## src/rtl/present_round_ctrl_pkg.sv

```systemverilog
// Shared types and defaults for the PRESENT round sequencer.
package present_round_ctrl_pkg;

  localparam int unsigned ROUNDS_DEFAULT = 31;

  typedef enum logic [2:0] {
    IDLE,
    PREROLL,
    RUN,
    FINAL,
    HOLD
  } ctrl_state_t;

endpackage

```

## src/rtl/present_round_ctrl.sv

```systemverilog
// Round sequencer for the PRESENT datapath: drives state/key write strobes and the
// round counter for encryption, and key pre-roll plus inverse rounds for decryption.
module present_round_ctrl
  import present_round_ctrl_pkg::*;
#(
  parameter  int unsigned ROUNDS = ROUNDS_DEFAULT,
  localparam int unsigned CNT_W  = $clog2(ROUNDS + 2)
) (
  input  logic             inClk,
  input  logic             inRstN,
  input  logic             inDataValid,
  output logic             outDataReady,
  input  logic             inDecrypt,
  input  logic             inKeyExtWr,
  output logic             outStateExtWr,
  output logic             outStateIntWr,
  output logic             outKeyExtWr,
  output logic             outKeyFwdWr,
  output logic             outKeyInvWr,
  output logic             outDataIntWr,
  output logic [CNT_W-1:0] outRoundCounter,
  output logic             outDecrypt,
  output logic             outBusy,
  output logic             outResultValid,
  input  logic             inResultReady
);

  localparam logic [CNT_W-1:0] CNT_ONE  = CNT_W'(1);
  localparam logic [CNT_W-1:0] CNT_TWO  = CNT_W'(2);
  localparam logic [CNT_W-1:0] CNT_PEN  = CNT_W'(ROUNDS - 1);
  localparam logic [CNT_W-1:0] CNT_LAST = CNT_W'(ROUNDS);

  ctrl_state_t      state;
  logic [CNT_W-1:0] cnt;
  logic             dec;
  logic             data_int_wr;
  logic             accept;
  logic             in_rounds;

  // Reset is folded into accept so no external-load strobe escapes while held in reset.
  assign accept    = inDataValid && (state == IDLE) && inRstN;
  assign in_rounds = (state == RUN) || (state == FINAL);

  always_ff @(posedge inClk or negedge inRstN) begin
    if (!inRstN) begin
      state       <= IDLE;
      cnt         <= '0;
      dec         <= 1'b0;
      data_int_wr <= 1'b0;
    end else begin
      data_int_wr <= (state == FINAL);
      case (state)
        IDLE: begin
          if (accept) begin
            dec   <= inDecrypt;
            cnt   <= CNT_ONE;
            state <= inDecrypt ? PREROLL : RUN;
          end
        end
        PREROLL: begin
          // Counter parks at ROUNDS so the first inverse round reuses it.
          if (cnt == CNT_LAST) state <= RUN;
          else                 cnt   <= cnt + CNT_ONE;
        end
        RUN: begin
          if (dec) begin
            cnt <= cnt - CNT_ONE;
            if (cnt == CNT_TWO) state <= FINAL;
          end else begin
            cnt <= cnt + CNT_ONE;
            if (cnt == CNT_PEN) state <= FINAL;
          end
        end
        FINAL: state <= HOLD;
        HOLD: begin
          if (inResultReady) begin
            state <= IDLE;
            cnt   <= '0;
          end
        end
        default: begin
          state <= IDLE;
          cnt   <= '0;
        end
      endcase
    end
  end

  assign outDataReady    = (state == IDLE);
  assign outStateExtWr   = accept;
  assign outKeyExtWr     = accept && inKeyExtWr;
  assign outStateIntWr   = in_rounds;
  assign outKeyFwdWr     = (state == PREROLL) || (in_rounds && !dec);
  assign outKeyInvWr     = in_rounds && dec;
  assign outDataIntWr    = data_int_wr;
  assign outRoundCounter = cnt;
  assign outDecrypt      = dec;
  assign outBusy         = (state != IDLE);
  assign outResultValid  = (state == HOLD);

endmodule
```

## config.mk

```make
export PLATFORM = sky130hd
export DESIGN_NAME = present_round_ctrl
export DESIGN_NICKNAME = d
export VERILOG_FILES = /design/src/rtl/present_round_ctrl_pkg.sv /design/src/rtl/present_round_ctrl.sv
export SDC_FILE = /design/constraint.sdc
export NUM_CORES = 1
export LEC_CHECK = 0
export ABC_AREA = 1
export CORE_MARGIN = 4
export CORE_UTILIZATION = 43
export CTS_CLUSTER_DIAMETER = 100
export DETAILED_ROUTE_END_ITERATION = 12
export GPL_ROUTABILITY_DRIVEN = 1
export PLACE_DENSITY = 0.74
export SLEW_MARGIN = 20
export SYNTH_ARGS = -nofsm -noshare
export SYNTH_HDL_FRONTEND = slang
export SYNTH_SLANG_ARGS = --single-unit
export TNS_END_PERCENT = 100
```

## constraint.sdc

```tcl
create_clock -name inClk -period 1.4 [get_ports inClk]
set_clock_uncertainty 0.05 [all_clocks]
set_input_delay 0.28 -clock inClk [delete_from_list [all_inputs] [get_ports inClk]]
set_output_delay 0.28 -clock inClk [all_outputs]
set_load 0.02 [all_outputs]
```

======== After elaboration in Yosys (flattened, before gate mapping) ========
Cells that the tools add are included.
word-level totals
  flip-flop bits (word level) ............. 11
  bits of input ports ..................... 6
  output and inout bits ................... 16
  logic and storage cells ................. 46
operators by class
  add/subtract/negate cells ............... 2
  equal/unequal tests ..................... 13
  multiplexer cells ....................... 13
  bitwise gates (word level) .............. 1
  reductions and logical operators ........ 13
operators with widths
  cell                 number
  $pmux 6 s5           1
  $mux 6               4
  $mux 3               6
  $pmux 3 s5           1
  $eq 6x5->1 const B   2
  $add 6x1->6 const B  1
  $eq 3x2->1 const B   2
  $eq 6x2->1 const B   1
  $ne 3x2->1 const B   2
  $sub 6x1->6 const B  1
  $logic_and 1x1->1    5
  $reduce_and 5->1     1
  $ne 2x1->1 const B   2
  $ne 2x2->1 const B   2
  $reduce_and 4->1     1
  $eq 3x1->1 const B   1
  $eq 3x3->1 const B   1
  $logic_not 3->1      1
  $reduce_bool 3->1    1
  $logic_or 1x1->1     2
  $mux 2               1
  $reduce_and 2->1     1
  $logic_not 1->1      1
  $not 1->1            1

======== Depth between registers and ports, before layout ========
Gate-level depths: netlist (run 1).
  depth after elaboration ................. 5
  mapped depth ............................ 9
  depth with buffers taken out ............ 9

======== Worst setup path before layout (run 1) ========
OpenSTA, ideal clock, no wires.
  kind .................................... register to output
  from .................................... register state[0]
  to ...................................... output outKeyExtWr
  arrival ................................. 1.592 ns
  data required time ...................... 1.070 ns
  slack ................................... -0.522 ns
  stages on the path, launching flop included .. 4
  path buffers ............................ 0
  path through ............................ dfrtp_1 -> nor3_4 -> inv_1 -> nor3b_1
on the way
  cells in the longest elaborated chain, start to end .. 4
RTL lines
  element                         RTL line                  text
  start, declared                 present_round_ctrl.sv:33  ctrl_state_t state;
  start signal, assigned          present_round_ctrl.sv:57  state <= inDecrypt ? PREROLL : RUN;
  $logic_not 3->1                 --
  via outDataReady                present_round_ctrl.sv:12  output logic outDataReady,
  $logic_and 1x1->1 (2 in a row)  present_round_ctrl.sv:41  assign accept = inDataValid && (state == IDLE) && inRstN;
  $logic_and 1x1->1               present_round_ctrl.sv:91  assign outKeyExtWr = accept && inKeyExtWr;
  end, declared                   present_round_ctrl.sv:17  output logic outKeyExtWr,
The timed path passes the listed nets, and every way through them passes these cells.

======== Final worst setup path (run 1) ========
  from .................................... register state[0]
  to ...................................... output outKeyExtWr
on the way
  cells in the longest elaborated chain, start to end .. 4
RTL lines
  element                         RTL line
  $logic_not 3->1                 present_round_ctrl.sv:41
  $logic_and 1x1->1 (2 in a row)  present_round_ctrl.sv:41
  $logic_and 1x1->1               present_round_ctrl.sv:91
No other way between the ends.

==> results, run 1 <==
- The cell at the root of the clock tree is sky130_fd_sc_hd__clkbuf_4.
- For this design the static power due to leakage is 0.841 nW.
- The via count of the first global-routing pass is 1014.
- The final reports fail on setup timing.
- The area of all placed cells without fillers is 0.00160 mm2.
- The die covers 0.00283 mm2.
- The post-DP HPWL is 1990 um.
- The sum of overflow across all layers after global routing is 0.
- The flow ran to the end, but the final reports show violations.
- The critical path in this run is classified as flop to output port.
- The final-layout fill cell count is 129.
- The die is 53.2 um wide.
- The detailed-route vias per instance is 5.26.
- The max-slew violation count came to 0.
- Buffers inserted during clock tree synthesis total 3.
- The post-detailed-route wirelength per cell is 16.9 um.
- The area growth from synthesis to layout is 82.5%.
- The areal power density over the cells is 2820 mW/mm2.
- The worst setup path is captured at an output port.
- The sequential share of the synthesized area is 31.3%.
- The post-detailed-routing wire length is 3770 um.
- Setup violations remaining at the end of the flow were counted as 16.
- The average cell area after synthesis is 6.65 um2.
- After floorplanning, the core was divided into 16 placement rows.
- The number of optimization iterations in the first detailed-route pass is 4.
- The y dimension of the die is 53.2 um.
- The startpoint type of the worst setup path is a flop.
- At the pin with the least slew margin, the transition time is 0.283 ns.
- The initial detailed-routing violation count is 41.
- The max-capacitance violation count is 0.
- Setup repair after global routing could not meet its margin everywhere.
- The largest individual stage delay along the critical path comes from the cell sky130_fd_sc_hd__dfrtp_1.
- Clock-pin slew was measured on the worst setup and hold paths at 0.08 ns.
- For this configuration, the core starts out at a cell density of 45.2%.
- The worst-case headroom to the max-slew limit is 81.1%.
- On the critical path the largest part of the delay comes from simple AND/OR/NAND/NOR gates.
- The first global-routing pass estimated 4720 um of wire.
- The number of nets still failing antenna checks after routing is 0.
- The number of antenna violations at the first check in global routing is 0.
- The aggregate global-route resource usage is 24.7%.
- VDD sags by at most 2020 uV.
- Yosys printed 0 warnings.
- The arrival time reported for the critical path endpoint is 1.42 ns.
- Counting both buffers and inverters, the worst setup path holds a total of 2.
- The number of antenna diodes in the final layout is 0.
- Subtracting the final worst setup slack from the clock period gives 1.75 ns.
- The distinct cell type count of the synthesized netlist is 22.
- The highest clock frequency the design can meet is 571 MHz.
- The longest individual stage delay on the worst path is 0.43 ns.
- For this run, design rule violations remaining after detail routing come to 0.
- The maximum number of pins on one net before global-route repair is 12.
- Counting every net in the synthesized netlist gives 141.
- The gate count after technology mapping is 132.
- During I/O placement, the number of pins put on the boundary was 22.
- The latest clock arrival within the worst-skew pair is 0.29 ns.
- After layout, the worst path uses 125% of the clock period.
- Cells fill 82.5% of the core in the end.
- The routed layout has 1172 vias.
- In this run the standard cell core region covers 0.00194 mm2.
- The min-delay analysis places its worst path in the category input pin to async pin.
- TritonCTS built the clock tree.
- The H-tree level count is 1.
- The fraction of final layout cells with drive strength greater than 1 is 46.9%.
- In the post-route analysis, the smallest setup slack over all paths is -0.352 ns.
- The count of final hold-check violations is 0.
- The quantity of I/O buffers inserted on ports is 21.
- The final layout contains 206 nets.
- Routability-driven placement finished with a final weighted congestion of 0.860.
- The post-placement cell area is 0.00136 mm2.
- The synthesized design contains 11 register bits.
- The signal on the critical path passes through nor3_4, inv_4, nor3b_4, buf_6.
- The largest driver fanout on the critical path is 4.
- Setup total negative slack on the finished layout was measured at -3.72 ns.
- The clock drives 11 sinks.
- The required time of the worst setup path is 1.07 ns.
- After synthesis the cells add up to 878 um2.
- Counting along the longest clock path gives a buffer depth of 2.
- The count of hold-fix buffers inserted at cts is 0.
cell usage after synthesis:
library cell	number	share of area (%)
sky130_fd_sc_hd__inv_2	3	1.3
sky130_fd_sc_hd__nand2_1	45	19
sky130_fd_sc_hd__nand4_1	2	1.4
sky130_fd_sc_hd__o21ai_0	6	3.4
sky130_fd_sc_hd__nor3b_1	1	0.86
sky130_fd_sc_hd__xor2_1	4	4.0
sky130_fd_sc_hd__nand2_4	2	2.6
sky130_fd_sc_hd__ha_1	3	4.3
sky130_fd_sc_hd__nor2_4	2	2.6
sky130_fd_sc_hd__nor2_1	13	5.6
sky130_fd_sc_hd__nor3_4	1	1.9
sky130_fd_sc_hd__nor2_2	1	0.71
sky130_fd_sc_hd__buf_4	1	0.86
sky130_fd_sc_hd__nor3_2	1	1.1
sky130_fd_sc_hd__nand2_2	2	1.4
sky130_fd_sc_hd__o21ai_1	1	0.57
sky130_fd_sc_hd__nand3_1	10	5.7
sky130_fd_sc_hd__o211ai_1	1	0.86
sky130_fd_sc_hd__inv_1	18	7.7
sky130_fd_sc_hd__dfrtp_1	11	31
sky130_fd_sc_hd__o21ai_2	1	1.0
sky130_fd_sc_hd__a21oi_1	3	1.7
cell families (layout without fill, tap and decap cells):
group,Yosys count,after routing,synth area share [%]
AO/OA/AOI/OAI,12,12,7.55
XOR/XNOR,4,4,3.99
adder cells (fa/ha/maj),3,3,4.27
buffers and inverters,22,86,9.83
flip-flops,11,11,31.3
AND/OR/NAND/NOR,80,80,43.0
final cells by class:
type                            count  area [um2]  share of cell area, %
Tap cell                           27        33.8                   2.11
Inverter                           21        93.8                   5.85
Clock buffer                        4        26.3                   1.64
Multi-Input combinational cell     99         653                   40.7
Timing Repair Buffer               61         517                   32.2
Sequential cell                    11         279                   17.4
where the power goes:
part / internal, mW / switching [mW]
combinational: 1.61 / 2.05
clock: 0.111 / 0.137
sequential: 0.467 / 0.141
total: 2.18 / 2.33
worst paths after layout:
kind	cells past startpoint	slack [ns]	start	end
max in group asynchronous	2	0.75	inRstN	state[2]
worst min-delay path	2	0.38	inRstN	outRoundCounter[2]
worst min register to register	2	0.50	outRoundCounter[4]	outRoundCounter[4]
worst max-delay path	4	-0.35	state[0]	outKeyExtWr
min in group inClk	2	0.50	outRoundCounter[4]	outRoundCounter[4]
worst max register to register	10	-0.26	state[1]	state[0]
state kept, by name, summed over array words and instances, names as in the netlist:
name	flops
state	3
outRoundCounter	6
outDataIntWr	1
outDecrypt	1
layer usage:
layer  routed length [um]  vias to the layer above  GRT usage, %
li1                     -                      539             -
met1                 1360                      553          25.8
met2                 1950                       57          43.2
met3                  215                       23          5.07
met4                  247                        0          18.3
met5                    0                        -             0
cell usage in the layout (no fill, tap or decap), types with 4 or more instances in the layout:
cell type / synthesis / routed
sky130_fd_sc_hd__buf_4: 1 / 34
sky130_fd_sc_hd__nor2_1: 13 / 9
sky130_fd_sc_hd__nand2_2: 2 / 5
sky130_fd_sc_hd__clkdlybuf4s50_1: 0 / 5
sky130_fd_sc_hd__dfrtp_1: 11 / 8
sky130_fd_sc_hd__nand2_1: 45 / 38
sky130_fd_sc_hd__xor2_1: 4 / 4
sky130_fd_sc_hd__buf_6: 0 / 13
sky130_fd_sc_hd__dlygate4sd2_1: 0 / 4
sky130_fd_sc_hd__nand3_1: 10 / 7
sky130_fd_sc_hd__nor2_2: 1 / 4
sky130_fd_sc_hd__inv_1: 18 / 16
sky130_fd_sc_hd__nand2_4: 2 / 5
sky130_fd_sc_hd__o21ai_0: 6 / 4
stage by stage:
step	worst slack, ns	hold slack (ns)	total power, mW	cells
2_1_floorplan	-0.180	-0.0656	2.10	132
3_3_place_gp	-0.741	0.481	3.22	206
3_5_place_dp	-0.739	0.492	3.29	206
4_1_cts	-0.244	0.384	3.79	215
5_1_grt	-0.390	0.402	4.78	223
6_report	-0.352	0.380	4.52	223
timing repair:
action                                  4_1_cts  5_1_grt
setup buffers                                 5        9
pin swaps                                    12       13
resized for setup                            72       28
endpoints found under the setup margin       24       20
Power figures use the tool's default switching activity.
==> run 2: changes to the inputs <==
==> constraint.sdc (replaced) <==
create_clock -name inClk -period 1.5 [get_ports inClk]
set_clock_uncertainty 0.05 [all_clocks]
set_input_delay 0.3 -clock inClk [delete_from_list [all_inputs] [get_ports inClk]]
set_output_delay 0.3 -clock inClk [all_outputs]
set_load 0.02 [all_outputs]
==> results, run 2 (synthesized netlist as in run 1, its figures left out) <==
- The max-capacitance violation count is 0.
- The effective utilization at floorplan is 45.2%.
- The areal power density over the cells is 2530 mW/mm2.
- The wire length of the first global-routing pass is 4260 um.
- The final setup violation count is 12.
- The H-tree level count is 1.
- The floorplan step set the die height to 53.2 um.
- The number of nets in the layout is 200.
- The classification of the worst setup path is input pin to output port.
- The count of placed standard cells including taps is 202.
- Leaving out fill and tap cells, the most frequent cell in the layout is sky130_fd_sc_hd__nand2_1.
- The number of optimization iterations in the first detailed-route pass is 4.
- The total power consumption of the routed design is 3.88 mW.
- The area added between synthesis and finish is 75.1%.
- Counting every sink on the clock net gives 11.
- The analysis attributes to net switching a power of 1.95 mW.
- The later pin in the worst-skew pair is clocked with a latency of 0.28 ns.
- The worst pin sits at a relative slew slack of 80.5%.
- The final reports fail on setup timing.
- At the worst endpoint, the arrival time is 1.34 ns.
- TritonCTS created 3 clock buffers.
- Entering global routing, the biggest net connects 12 pins.
- Cell internal power was estimated by the tool at 1.93 mW.
- In this run, the number of DRC markers left after iteration 0 of detailed routing was 47.
- The count of standard-cell rows is 16.
- The buffer depth of the longest clock path is 2.
- The part of the total power dissipated in combinational logic is 79.9%.
- In the post-route analysis, the smallest setup slack over all paths is -0.192 ns.
- The final critical path takes up 113% of the cycle.
- The flow ran to the end, but the final reports show violations.
- In the layout the commonest cells are sky130_fd_sc_hd__nand2_1 (38), sky130_fd_sc_hd__buf_4 (26), sky130_fd_sc_hd__buf_6 (16).
- The number of antenna violations at the first check in global routing is 0.
- For this run, the total global-route usage over all layers was measured as 21.2%.
- The CTS tree is built.
- STA classifies the critical path endpoint as an output port.
- The largest vdd supply drop is 1750 uV.
- The via count of the first global-routing pass was 975.
- The count of final hold-check violations was 0.
- The area of the core is 0.00194 mm2.
- Of the total power, the share spent switching nets is 50.2%.
- The die outline area is 0.00283 mm2.
- The chip width is 53.2 um.
- After global routing the overflow that remains totals 0.
- Summed over all cells, the static leakage comes to 0.811 nW.
- The number of hold buffers added after CTS was 0.
- Setup repair after global routing could not meet its margin everywhere.
- STA puts the critical path data required time at 1.15 ns.
- For the pin with the worst max-slew slack, the measured transition is 0.289 ns.
- Detailed routing inserted a total of 1122 vias.
- The quantity of I/O buffers inserted on ports is 21.
- The largest driver fanout on the critical path is 3.
- The detailed-route vias per instance is 5.17.
- The clock-pin slew of the registers on the worst-case setup and hold paths is 0.08 ns.
- The clock network fraction of design power is 5.5%.
- The fraction of final layout cells with drive strength greater than 1 is 43.2%.
- For this run, the top clock speed supported by timing is 591 MHz.
- After layout, the minimum clock period comes to 1.69 ns.
- The remaining routing DRC violations is 0.
- The tree is rooted in a sky130_fd_sc_hd__clkbuf_4.
- The number of nets still failing antenna checks after routing is 0.
- 22 I/O pins were placed.
- The number of flip-flops under the largest register name is 6.
- The worst min-delay path category is input pin to async pin.
- The sequential fraction of design power is 14.6%.
- The post-DP HPWL is 1930 um.
- The worst setup path is launched from an input pin.
- The non-filler instance count after layout is 217.
- The max-slew violation count is 0.
- The final weighted congestion in routability-driven placement is 0.849.
- In the final routed layout, each cell accounts on average for 14.3 um.
- The post-detailed-routing wire length is 3090 um.
- The number of antenna diodes is 0.
-- run 2: through the flow --
stage / hold WS [ns] / cell area, um2 / TNS, ns / worst slack, ns / utilization, %
finish: 0.410 / 1540 / -1.20 / -0.192 / 79.2
global route: 0.404 / 1540 / -2.06 / -0.234 / 79.2
CTS: 0.380 / 1390 / -0.702 / -0.183 / 71.7
detailed placement: 0.551 / 1310 / -4.78 / -0.678 / 67.5
global placement: 0.536 / 1310 / -4.49 / -0.658 / 67.5
floorplan: -0.0456 / 902 / -0.110 / -0.110 / -
-- run 2: power by group through the flow --
stage	sequential [mW]	combinational, mW	clock [mW]
after floorplan	0.706	1.23	0
after global placement	0.569	2.36	0
after detailed placement	0.582	2.43	0
after CTS	0.579	2.58	0.215
after global routing	0.582	3.33	0.224
final	0.567	3.10	0.215
-- run 2: cell type report --
cell class | instances | area [um2]
tap | 27 | 33.8
inverter | 21 | 88.8
clock buffer | 4 | 26.3
multi-input combinational | 99 | 616
sequential | 11 | 278
timing repair buffer | 55 | 495
fill | 136 | 404
-- run 2: final timing paths --
kind	startpoint	end	slack (ns)	depth (start not counted)
setup reg to reg	state[1]	outRoundCounter[5]	-0.08	10
min in group inClk	outRoundCounter[5]	outRoundCounter[5]	0.58	3
setup / recovery	inRstN	outKeyExtWr	-0.19	4
hold reg to reg	outRoundCounter[5]	outRoundCounter[5]	0.58	3
hold / removal	inRstN	outRoundCounter[2]	0.41	2
max in group asynchronous	inRstN	outRoundCounter[1]	0.82	2
-- run 2: per-layer routing --
layer	wire, um	vias up	track usage [%]	share of wire (%)
li1	-	525	-	-
met1	1180	536	26.7	38
met2	1620	53	35.5	52
met3	230	8	3.94	7.4
met4	63	0	8.09	2.0
met5	0	-	0	0
-- run 2: repair_timing --
| item | 4_1_cts | 5_1_grt |
|---|---|---|
| pin swaps | 2 | 17 |
| buffers inserted | 3 | 11 |
| endpoints found under the setup margin | 19 | 15 |
| resized for setup | 66 | 24 |
-- run 2: critical path: stages --
cell and delay, ns:
sky130_fd_sc_hd__clkdlybuf4s50_1 0.55, sky130_fd_sc_hd__nand2_2 0.13, sky130_fd_sc_hd__nor3b_4 0.21, sky130_fd_sc_hd__buf_6 0.14
